==> src/rtl/mem_wb_stage_if.sv <==
// Data-cache request/response bus between the memory stage (master) and the cache (slave).
// The request is held stable by the master until dhit returns.
interface mem_wb_stage_if #(
    parameter int WORD_W = 32
);
    logic              dmemREN;
    logic              dmemWEN;
    logic [WORD_W-1:0] dmemaddr;
    logic [WORD_W-1:0] dmemstore;
    logic              dhit;
    logic [WORD_W-1:0] dmemload;

    modport master (
        output dmemREN, dmemWEN, dmemaddr, dmemstore,
        input  dhit, dmemload
    );

    modport slave (
        input  dmemREN, dmemWEN, dmemaddr, dmemstore,
        output dhit, dmemload
    );
endinterface

==> src/rtl/mem_wb_stage.sv <==
// Memory-access stage plus MEM/WB register: writeback is 1 cycle after the dhit cycle (0 added on a hit).
// Backpressure: stall freezes upstream while a cache access is outstanding; halt is sticky until reset.
module mem_wb_stage #(
    parameter int WORD_W = 32,
    parameter int REG_W  = 5
) (
    input  logic               CLK,
    input  logic               nRST,
    input  logic [1:0]         memtoreg_in,
    input  logic               regwrite_in,
    input  logic               dmemREN_in,
    input  logic               dmemWEN_in,
    input  logic               halt_in,
    input  logic [WORD_W-1:0]  aluResult_in,
    input  logic [WORD_W-1:0]  rdat2_in,
    input  logic [WORD_W-1:0]  npc_in,
    input  logic [WORD_W-1:0]  upper16_in,
    input  logic [REG_W-1:0]   wsel_in,
    mem_wb_stage_if.master     dbus,
    output logic               regwrite_wb,
    output logic [REG_W-1:0]   wsel_wb,
    output logic [WORD_W-1:0]  wdat_wb,
    output logic               halt_wb,
    output logic               stall,
    output logic [31:0]        miss_cycles
);

    typedef enum logic [1:0] {
        IDLE   = 2'd0,
        WAIT   = 2'd1,
        HALTED = 2'd2
    } state_e;

    state_e             state_q, state_d;
    logic               regwrite_wb_q, regwrite_wb_d;
    logic [REG_W-1:0]   wsel_wb_q, wsel_wb_d;
    logic [WORD_W-1:0]  wdat_wb_q, wdat_wb_d;
    logic               halt_wb_q, halt_wb_d;
    logic [31:0]        miss_cycles_q, miss_cycles_d;

    logic               req_vld;
    logic               upd;
    logic [WORD_W-1:0]  wdat_sel;

    // State register
    always_ff @(posedge CLK or negedge nRST) begin
        if (!nRST) begin
            state_q <= IDLE;
        end else begin
            state_q <= state_d;
        end
    end

    // Next-state logic
    always_comb begin
        state_d = state_q;
        unique case (state_q)
            IDLE: begin
                if (upd && halt_in) begin
                    state_d = HALTED;
                end else if (stall) begin
                    state_d = WAIT;
                end
            end
            WAIT: begin
                if (upd) begin
                    state_d = halt_in ? HALTED : IDLE;
                end
            end
            HALTED:  state_d = HALTED;
            default: state_d = IDLE;
        endcase
    end

    // Output logic; nRST gates the request so an access aborts the instant reset asserts
    always_comb begin
        req_vld        = 1'b0;
        dbus.dmemREN   = 1'b0;
        dbus.dmemWEN   = 1'b0;
        dbus.dmemaddr  = aluResult_in;
        dbus.dmemstore = rdat2_in;
        stall          = 1'b0;
        upd            = 1'b0;
        if (state_q != HALTED) begin
            req_vld = nRST && (dmemREN_in || dmemWEN_in) && !halt_wb_q;
            if (req_vld) begin
                dbus.dmemREN = dmemREN_in;
                dbus.dmemWEN = dmemWEN_in;
                stall        = !dbus.dhit;
            end
            upd = !stall;
        end
    end

    always_comb begin
        unique case (memtoreg_in)
            2'b00:   wdat_sel = aluResult_in;
            2'b01:   wdat_sel = dbus.dmemload;
            2'b10:   wdat_sel = npc_in;
            default: wdat_sel = upper16_in;
        endcase
    end

    // MEM/WB bundle: load on update, bubble while stalled, hold once halted
    always_comb begin
        regwrite_wb_d = regwrite_wb_q;
        wsel_wb_d     = wsel_wb_q;
        wdat_wb_d     = wdat_wb_q;
        halt_wb_d     = halt_wb_q;
        miss_cycles_d = miss_cycles_q;
        if (upd) begin
            regwrite_wb_d = regwrite_in;
            wsel_wb_d     = wsel_in;
            wdat_wb_d     = wdat_sel;
            halt_wb_d     = halt_in;
        end else if (stall) begin
            regwrite_wb_d = 1'b0;
        end
        if (stall && (miss_cycles_q != 32'hFFFF_FFFF)) begin
            miss_cycles_d = miss_cycles_q + 32'd1;
        end
    end

    always_ff @(posedge CLK or negedge nRST) begin
        if (!nRST) begin
            regwrite_wb_q <= 1'b0;
            wsel_wb_q     <= '0;
            wdat_wb_q     <= '0;
            halt_wb_q     <= 1'b0;
            miss_cycles_q <= '0;
        end else begin
            regwrite_wb_q <= regwrite_wb_d;
            wsel_wb_q     <= wsel_wb_d;
            wdat_wb_q     <= wdat_wb_d;
            halt_wb_q     <= halt_wb_d;
            miss_cycles_q <= miss_cycles_d;
        end
    end

    assign regwrite_wb = regwrite_wb_q;
    assign wsel_wb     = wsel_wb_q;
    assign wdat_wb     = wdat_wb_q;
    assign halt_wb     = halt_wb_q;
    assign miss_cycles = miss_cycles_q;

endmodule
==> src/flat_wrapper.sv <==
// flat-port wrapper written by rule: the top's interface ports become plain ports
module mem_wb_stage_flat 
#(
    parameter int WORD_W = 32,
    parameter int REG_W  = 5
)
  (CLK, nRST, memtoreg_in, regwrite_in, dmemREN_in, dmemWEN_in, halt_in, aluResult_in, rdat2_in, npc_in, upper16_in, wsel_in, regwrite_wb, wsel_wb, wdat_wb, halt_wb, stall, miss_cycles, dbus_dmemREN, dbus_dmemWEN, dbus_dmemaddr, dbus_dmemstore, dbus_dhit, dbus_dmemload);
  mem_wb_stage_if #(.WORD_W(WORD_W)) dbus_i ();
  input  logic CLK;
  input  logic nRST;
  input  logic [1:0] memtoreg_in;
  input  logic regwrite_in;
  input  logic dmemREN_in;
  input  logic dmemWEN_in;
  input  logic halt_in;
  input  logic [WORD_W-1:0] aluResult_in;
  input  logic [WORD_W-1:0] rdat2_in;
  input  logic [WORD_W-1:0] npc_in;
  input  logic [WORD_W-1:0] upper16_in;
  input  logic [REG_W-1:0] wsel_in;
  output logic regwrite_wb;
  output logic [REG_W-1:0] wsel_wb;
  output logic [WORD_W-1:0] wdat_wb;
  output logic halt_wb;
  output logic stall;
  output logic [31:0] miss_cycles;
  output wire logic [$bits(dbus_i.dmemREN)-1:0] dbus_dmemREN;
  output wire logic [$bits(dbus_i.dmemWEN)-1:0] dbus_dmemWEN;
  output wire logic [$bits(dbus_i.dmemaddr)-1:0] dbus_dmemaddr;
  output wire logic [$bits(dbus_i.dmemstore)-1:0] dbus_dmemstore;
  input wire logic [$bits(dbus_i.dhit)-1:0] dbus_dhit;
  input wire logic [$bits(dbus_i.dmemload)-1:0] dbus_dmemload;
  assign dbus_dmemREN = dbus_i.dmemREN;
  assign dbus_dmemWEN = dbus_i.dmemWEN;
  assign dbus_dmemaddr = dbus_i.dmemaddr;
  assign dbus_dmemstore = dbus_i.dmemstore;
  assign dbus_i.dhit = dbus_dhit;
  assign dbus_i.dmemload = dbus_dmemload;
  mem_wb_stage #(.WORD_W(WORD_W), .REG_W(REG_W)) u_core (.CLK(CLK), .nRST(nRST), .memtoreg_in(memtoreg_in), .regwrite_in(regwrite_in), .dmemREN_in(dmemREN_in), .dmemWEN_in(dmemWEN_in), .halt_in(halt_in), .aluResult_in(aluResult_in), .rdat2_in(rdat2_in), .npc_in(npc_in), .upper16_in(upper16_in), .wsel_in(wsel_in), .dbus(dbus_i), .regwrite_wb(regwrite_wb), .wsel_wb(wsel_wb), .wdat_wb(wdat_wb), .halt_wb(halt_wb), .stall(stall), .miss_cycles(miss_cycles));
endmodule
==> config.mk <==
export PLATFORM = sky130hd
export DESIGN_NAME = mem_wb_stage_flat
export DESIGN_NICKNAME = d
export VERILOG_FILES = /design/src/rtl/mem_wb_stage_if.sv /design/src/rtl/mem_wb_stage.sv /design/src/flat_wrapper.sv
export SDC_FILE = /design/constraint.sdc
export NUM_CORES = 1
export LEC_CHECK = 0
export ABC_AREA = 1
export BUFFER_PORTS_ARGS = -buffer_cell sky130_fd_sc_hd__clkbuf_2
export CORE_AREA = 2 2 122 124
export CTS_CLUSTER_DIAMETER = 50
export CTS_CLUSTER_SIZE = 24
export DETAILED_ROUTE_END_ITERATION = 7
export DIE_AREA = 0 0 124 126
export GPL_TIMING_DRIVEN = 0
export PLACE_DENSITY_LB_ADDON = 0.08
export SLEW_MARGIN = 40
export SYNTH_ARGS = -nofsm -noshare
export SYNTH_HDL_FRONTEND = slang
export SYNTH_SLANG_ARGS = --single-unit
==> constraint.sdc <==
create_clock -name CLK -period 3.2 [get_ports CLK]
set_input_delay 0.32 -clock CLK [delete_from_list [all_inputs] [get_ports CLK]]
set_output_delay 0.32 -clock CLK [all_outputs]
set_load 0.05 [all_outputs]
==> metrics.txt, run 1 <==
global route overflow=0; Worst-path clk slew=~0.05 ns; CTS buffer count=9; CTS Sinks=73; Final #Nets=1210; status=finished, final reports clean; non-filler instance count after layout=1225; maximum VDD drop=0.260 mV; 1st-iter DRT viols=304; final hold vios=0; global-route wire length before repair=27.4 mm; fmax=between 300 and 400 MHz; post-synth cell types=24; pin count of the biggest net entering global routing=58; DR top layer=met4; number of routed nets with antenna violations=0; post-route DRC violation count=0; fin crit period=2.69 ns; Synth Cell Area=4930 µm²; layout cells sized above 1=36.0%; syn nets=919; I/O pin total=312; met2 wire len=9.17 mm; CP startpoint kind=input pin; vias per cell=4.57; Metal-1 WL=6.94 mm; Post-CTS Resized=0; initial antenna violation count=1; CP arrival=2.37 ns; cell depth of the worst hold path=3; Reg2Reg Depth=12; #FFs+latches synth=73; Final setup viols=0; Synth top area share=37.0%; Syn Area/Cell=6.63 µm²; Cells after DPL=1207; CP endpoint kind=output pin; P_leak=3.70 nW; FP Rows=44; register area=1830 µm²; synth top area cells=dfrtp_1 (37%), nand2_1 (23%), buf_4 (9.7%); Core Area=about 14000 µm²; hold_buf cts=1; RD Place Congestion=0.905; PortBufs=278; Seq/Total Area, Yosys=37.0%; full die area=15600 µm²; final critical-path setup slack=between 0.5 and 0.6 ns; maximum fanout count along the critical path=57; footprint of the multi-input gates=between 2000 and 2500 µm²; Total Power=4.40 mW; # fillers=1557; Final Cycle Share=84.1%; Worst Clk Skew=0.00562 ns; routed wire length per instance=~14 µm; leading area contributor after synthesis=dfrtp_1; actual slew at the worst max-slew pin=0.482 ns; die width=around 120 µm; total track usage=22.8%; r2r setup slk=about 1.1 ns; H-Tree Depth=3; Max-slew headroom=67.9%; vias in the first global route=5384; RSZ-0062 raised after global routing=false; DP Worst Slack=0.964 ns; CTS Root Cell=clkbuf_16; PD cells=roughly 640 nW/µm²; Crit path required time=2.88 ns; Ys Warns=0; crit path kind=in -> out; Via Count=5594; WHS=0.177 ns; Hold Path Class=in -> reg; chip height=126 µm; area growth from synthesis to layout=39.2%; total negative setup slack=0 ns; Max Cap Viol=0; routed length on met3=1.09 mm; setup bufs post-CTS=0; Pins Over Slew Limit=0; clock latency on the worst-skew pair=0.35 ns; DRT Wirelength=17.6 mm; Initial Utilization=34.4%; Detail Placement HPWL=14.4 mm; CTS tree=done; Initial DRT Pass Iterations=5; CTS Buffer Depth=2; Cells after Synth=744
-- placed cells by master (no fill, tap or decap), types with 2 or more instances in the layout --
| cell type | instances |
|---|---|
| nand2_1 | 307 |
| clkbuf_2 | 277 |
| o21ai_0 | 90 |
| dfrtp_1 | 73 |
| buf_4 | 64 |
| nor2_1 | 57 |
| nand3_1 | 51 |
| inv_1 | 31 |
| clkbuf_1 | 24 |
| o21ai_1 | 11 |
| clkbuf_16 | 9 |
| buf_2 | 8 |
| xor2_1 | 7 |
| xnor2_1 | 6 |
| nand2_2 | 3 |
| diode_2 | 2 |
| nand4_1 | 2 |
| nor3_1 | 2 |
| nor2_2 | 2 |
| inv_2 | 2 |
| nor2_4 | 2 |
| buf_6 | 2 |
| clkbuf_8 | 2 |
-- flip-flops by register name, summed over array words and instances, names as in the netlist --
name / cells
u_core.regwrite_wb: 1
u_core.state_q: 2
u_core.miss_cycles: 32
u_core.halt_wb: 1
u_core.wsel_wb: 5
u_core.wdat_wb: 32
-- layout make-up --
type | instances | share of cell area [%]
flip-flops and latches | 73 | 26.6
multi-input cells | 545 | 34.5
inverters | 33 | 1.81
well taps | 184 | 3.36
plain buffers | 93 | 8.95
diodes | 2 | 0.0729
clock buffers | 15 | 3.76
repair buffers | 280 | 21.0
-- report_power, final --
group          leakage [nW]  internal (mW)  total [mW]  switching, mW
Clock                 0.124          0.543       0.923          0.379
Combinational          2.62          0.502        2.13           1.63
Sequential            0.953           1.18        1.34          0.157
Total                  3.70           2.23        4.40           2.17
-- through the flow --
step           cell area (µm²)  util [%]
6_report                  6860      47.9
5_1_grt                   6860      47.9
4_1_cts                   6860      47.9
3_5_place_dp              6590      46.0
3_3_place_gp              6550      45.8
2_1_floorplan             4930         -
-- logic make-up (layout without fill, tap and decap cells) --
| kind of cell | count (synthesis) | count (layout) | synth area share [%] |
|---|---|---|---|
| and+or+nand+nor | 428 | 428 | 34.8 |
| buffers and inverters | 126 | 421 | 15.0 |
| AOI/OAI and AO/OA | 103 | 103 | 10.6 |
| DFF | 73 | 73 | 37.0 |
| xor gates and xnor gates | 13 | 13 | 2.31 |
| adders and majority gates | 1 | 1 | 0.254 |
| other | 0 | 2 | 0 |
-- layer usage --
layer	vias up	GRT usage, %
met4	0	9.05
li1	2887	-
met5	-	0
met2	196	40.6
met1	2487	26.8
met3	24	4.12
-- worst paths after layout --
check | endpoint | start
max | stall | nRST
min | u_core.wsel_wb[0] | wsel_in[0]
max reg2reg | u_core.miss_cycles[1] | u_core.miss_cycles[0]
min reg2reg | u_core.state_q[0] | u_core.state_q[1]
max in group asynchronous | u_core.regwrite_wb | nRST
min in group asynchronous | u_core.miss_cycles[15] | nRST
-- cells in the mapped netlist --
master,n
nand2_1,307
o21ai_0,90
dfrtp_1,73
buf_4,64
nor2_1,57
nand3_1,51
inv_1,31
clkbuf_1,19
o21ai_1,11
buf_2,8
xor2_1,7
xnor2_1,6
nand2_2,3
buf_6,2
inv_2,2
nand4_1,2
nor2_2,2
nor2_4,2
nor3_1,2
a22o_1,1
a31o_2,1
ha_1,1
nand2_4,1
nand3b_1,1
-- critical path, cell delays in order --
cell           delay (ns)
dlygate4sd3_1        0.54
clkbuf_8             0.23
buf_16               0.29
nand4_1              0.21
nor2_1               0.37
clkbuf_2             0.36
Note: power is estimated with default switching activity, not from simulation.
==> inputs of run 2 (changes only) <==
--- a/config.mk
+++ b/config.mk
@@ -5,7 +5,7 @@
 export SDC_FILE = /design/constraint.sdc
 export NUM_CORES = 1
 export LEC_CHECK = 0
-export ABC_AREA = 1
+export ABC_AREA = 0
 export BUFFER_PORTS_ARGS = -buffer_cell sky130_fd_sc_hd__clkbuf_2
 export CORE_AREA = 2 2 122 124
 export CTS_CLUSTER_DIAMETER = 50
==> constraint.sdc (replaced) <==
create_clock -name CLK -period 2.7 [get_ports CLK]
set_input_delay 0.27 -clock CLK [delete_from_list [all_inputs] [get_ports CLK]]
set_output_delay 0.27 -clock CLK [all_outputs]
set_load 0.05 [all_outputs]
==> metrics.txt, run 2 <==
status=finished, final reports clean; r2r setup slk=0.23 ns; leading area contributor after synthesis=dfrtp_1; PD cells=866 nW/µm²; Synth Cell Area=4320 µm²; final hold vios=0; CP startpoint kind=register; Reg2Reg Depth=7; global-route wire length before repair=between 15 and 20 mm; CTS Root Cell=clkbuf_16; H-Tree Depth=3; maximum fanout count along the critical path=10; Ys Warns=0; vias per cell=4.52; Worst Path Buf+Inv=2; CP top delay family=simple AND/OR/NAND/NOR gates; RSZ-0062 raised after global routing=false; CTS buffer count=9; ys flop type=dfrtp_1; internal power=2.99 mW; FP Rows=44; Worst-path clk slew=0.06 ns; worst reg2reg endpoint=u_core.miss_cycles[29]; RD Place Congestion=0.790; routed wire length per instance=~15 µm; post-synth cell types=33; actual slew at the worst max-slew pin=0.673 ns; Max-slew headroom=54.7%; switching power=2.52 mW; CP arrival=approximately 2.7 ns; Detail Placement HPWL=around 11 mm; Worst path max stage delay=0.55 ns; Crit path required time=2.92 ns; P_leak=between 3 and 4 nW; Synth top cells by count=dfrtp_1 (73), buf_4 (64), mux2_2 (39); total negative setup slack=0 ns; Max Cap Viol=0; Pins Over Slew Limit=0; number of routed nets with antenna violations=0; post-route DRC violation count=0; Via Count=~3700; Cells after DPL=807; top-count cell post-synth=dfrtp_1; total track usage=16.7%; CP endpoint kind=register; CTS Buffer Depth=2; hold_buf cts=4; maximum VDD drop=0.430 mV; Synth top area share=42.3%; pin count of the biggest net entering global routing=between 40 and 50; Flop pwr share=29.2%; vias in the first global route=3867; Final setup viols=0; Initial Utilization=30.2%; Seq/Total Area, Yosys=a little over two fifths; Cells after Synth=344; Final Cycle Share=91.4%; synth top area cells=dfrtp_1 (42%), mux4_2 (17%), buf_4 (11%); Final #Nets=813; crit path kind=reg -> reg; CTS Sinks=73; Post-synth EDFFs=0; syn nets=519; Initial DRT Pass Iterations=4; clock latency on the worst-skew pair=around 0.34 ns; initial antenna violation count=0; #FFs+latches synth=73; Hold Path Class=in -> async; Cell Chain, Critical Path=nor2b_1 > or3_1 > clkbuf_1 > a31oi_1 > buf_2 > nand4_1 > xnor2_1; slowest CP cell=a31oi_1; Comb pwr share=49.0%; area growth from synthesis to layout=47.1%; fmax=about 400 MHz; full die area=15600 µm²; global route overflow=0; non-filler instance count after layout=roughly 830; async set or reset register ratio after synthesis=100%; # diodes=0; Post-CTS Resized=0; chip height=approximately 130 µm; setup bufs post-CTS=0; most frequent cells in the layout=clkbuf_2 (279), dfrtp_1 (73), buf_4 (64), mux2_2 (39), mux4_2 (32); sw frac=45.7%; clock share of power=a little over a fifth; Reg2Reg Launch Point=u_core.state_q[1]; commonest non-fill, non-tap cell in the layout=clkbuf_2; layout cells sized above 1=69.1%; I/O pin total=between 300 and 400; die width=roughly 120 µm; DRT Wirelength=approximately 13 mm; Worst Clk Skew=~0.0077 ns; Syn Area/Cell=12.6 µm²; Core Area=14300 µm²; fin crit period=2.47 ns; 1st-iter DRT viols=123; CTS tree=done; PortBufs=roughly 280
## run 2: routing by layer
layer  vias to the layer above  GRT usage (%)  part of all wire (%)
li1                       1783              -                     -
met1                      1795           18.9                    38
met2                       149           30.6                    54
met3                        10           3.67                   6.9
met4                         0           5.35                   1.4
met5                         -              0                     0
## run 2: power groups by stage
stage / sequential, mW / clock, mW / combinational [mW]
2_1_floorplan: 2.74 / 0 / 0.887
3_3_place_gp: 1.62 / 0 / 2.70
3_5_place_dp: 1.63 / 0 / 2.73
4_1_cts: 1.62 / 1.24 / 2.75
5_1_grt: 1.66 / 1.30 / 2.84
6_report: 1.61 / 1.20 / 2.70
## run 2: cell families (layout without fill, tap and decap cells)
group                    Yosys count  after routing  share of synthesized area [%]
AND/OR/NAND/NOR                   82             82                           10.6
buffers and inverters             80            379                           12.7
flip-flops                        73             73                           42.3
multiplexers                      71             71                           26.9
XOR/XNOR                          28             28                           5.68
AO/OA/AOI/OAI                      9              9                           1.54
adder cells (fa/ha/maj)            1              1                          0.290
## run 2: worst max-delay path by stage
stage	start	slack, ns	endpoint	depth (start not counted)
2_1_floorplan	u_core.miss_cycles[15]	0.29	u_core.miss_cycles[17]	6
3_3_place_gp	nRST	-1.20	u_core.miss_cycles[29]	8
3_5_place_dp	nRST	-0.19	u_core.miss_cycles[29]	9
4_1_cts	u_core.state_q[1]	0.21	u_core.miss_cycles[29]	7
5_1_grt	u_core.state_q[1]	0.05	u_core.miss_cycles[29]	7
6_report	u_core.state_q[1]	0.23	u_core.miss_cycles[29]	7
## run 2: cell type report
| class | count | area (µm²) |
|---|---|---|
| tap | 184 | 230 |
| fill | 1432 | 7960 |
| sequential | 73 | 1830 |
| clock inverter | 5 | 55.1 |
| timing repair buffer | 283 | 1510 |
| multi-input combinational | 191 | 1940 |
| buffer | 77 | 542 |
| clock buffer | 11 | 243 |
| inverter | 3 | 11.3 |
## run 2: worst register-to-register path: cells and delay by family, from the launching register on
family | cells | cell delay [ns]
and+or+nand+nor | 3 | 0.68
buffers and inverters | 2 | 0.56
AOI/OAI and AO/OA | 1 | 0.55
DFF | 1 | 0.40
xor gates and xnor gates | 1 | 0.17
## run 2: per-stage QoR
| stage | utilization [%] | hold WS [ns] | area [µm²] | setup slack [ns] | power, mW |
|---|---|---|---|---|---|
| 4_1_cts | 44.4 | 0.0477 | 6350 | 0.208 | 5.61 |
| 2_1_floorplan | - | -0.0256 | 4320 | 0.290 | 3.63 |
| 6_report | 44.4 | 0.0423 | 6350 | 0.234 | 5.50 |
| 3_5_place_dp | 41.8 | 0.179 | 5980 | -0.188 | 4.37 |
| 3_3_place_gp | 41.5 | 0.449 | 5940 | -1.20 | 4.32 |
| 5_1_grt | 44.4 | 0.0560 | 6350 | 0.0545 | 5.79 |
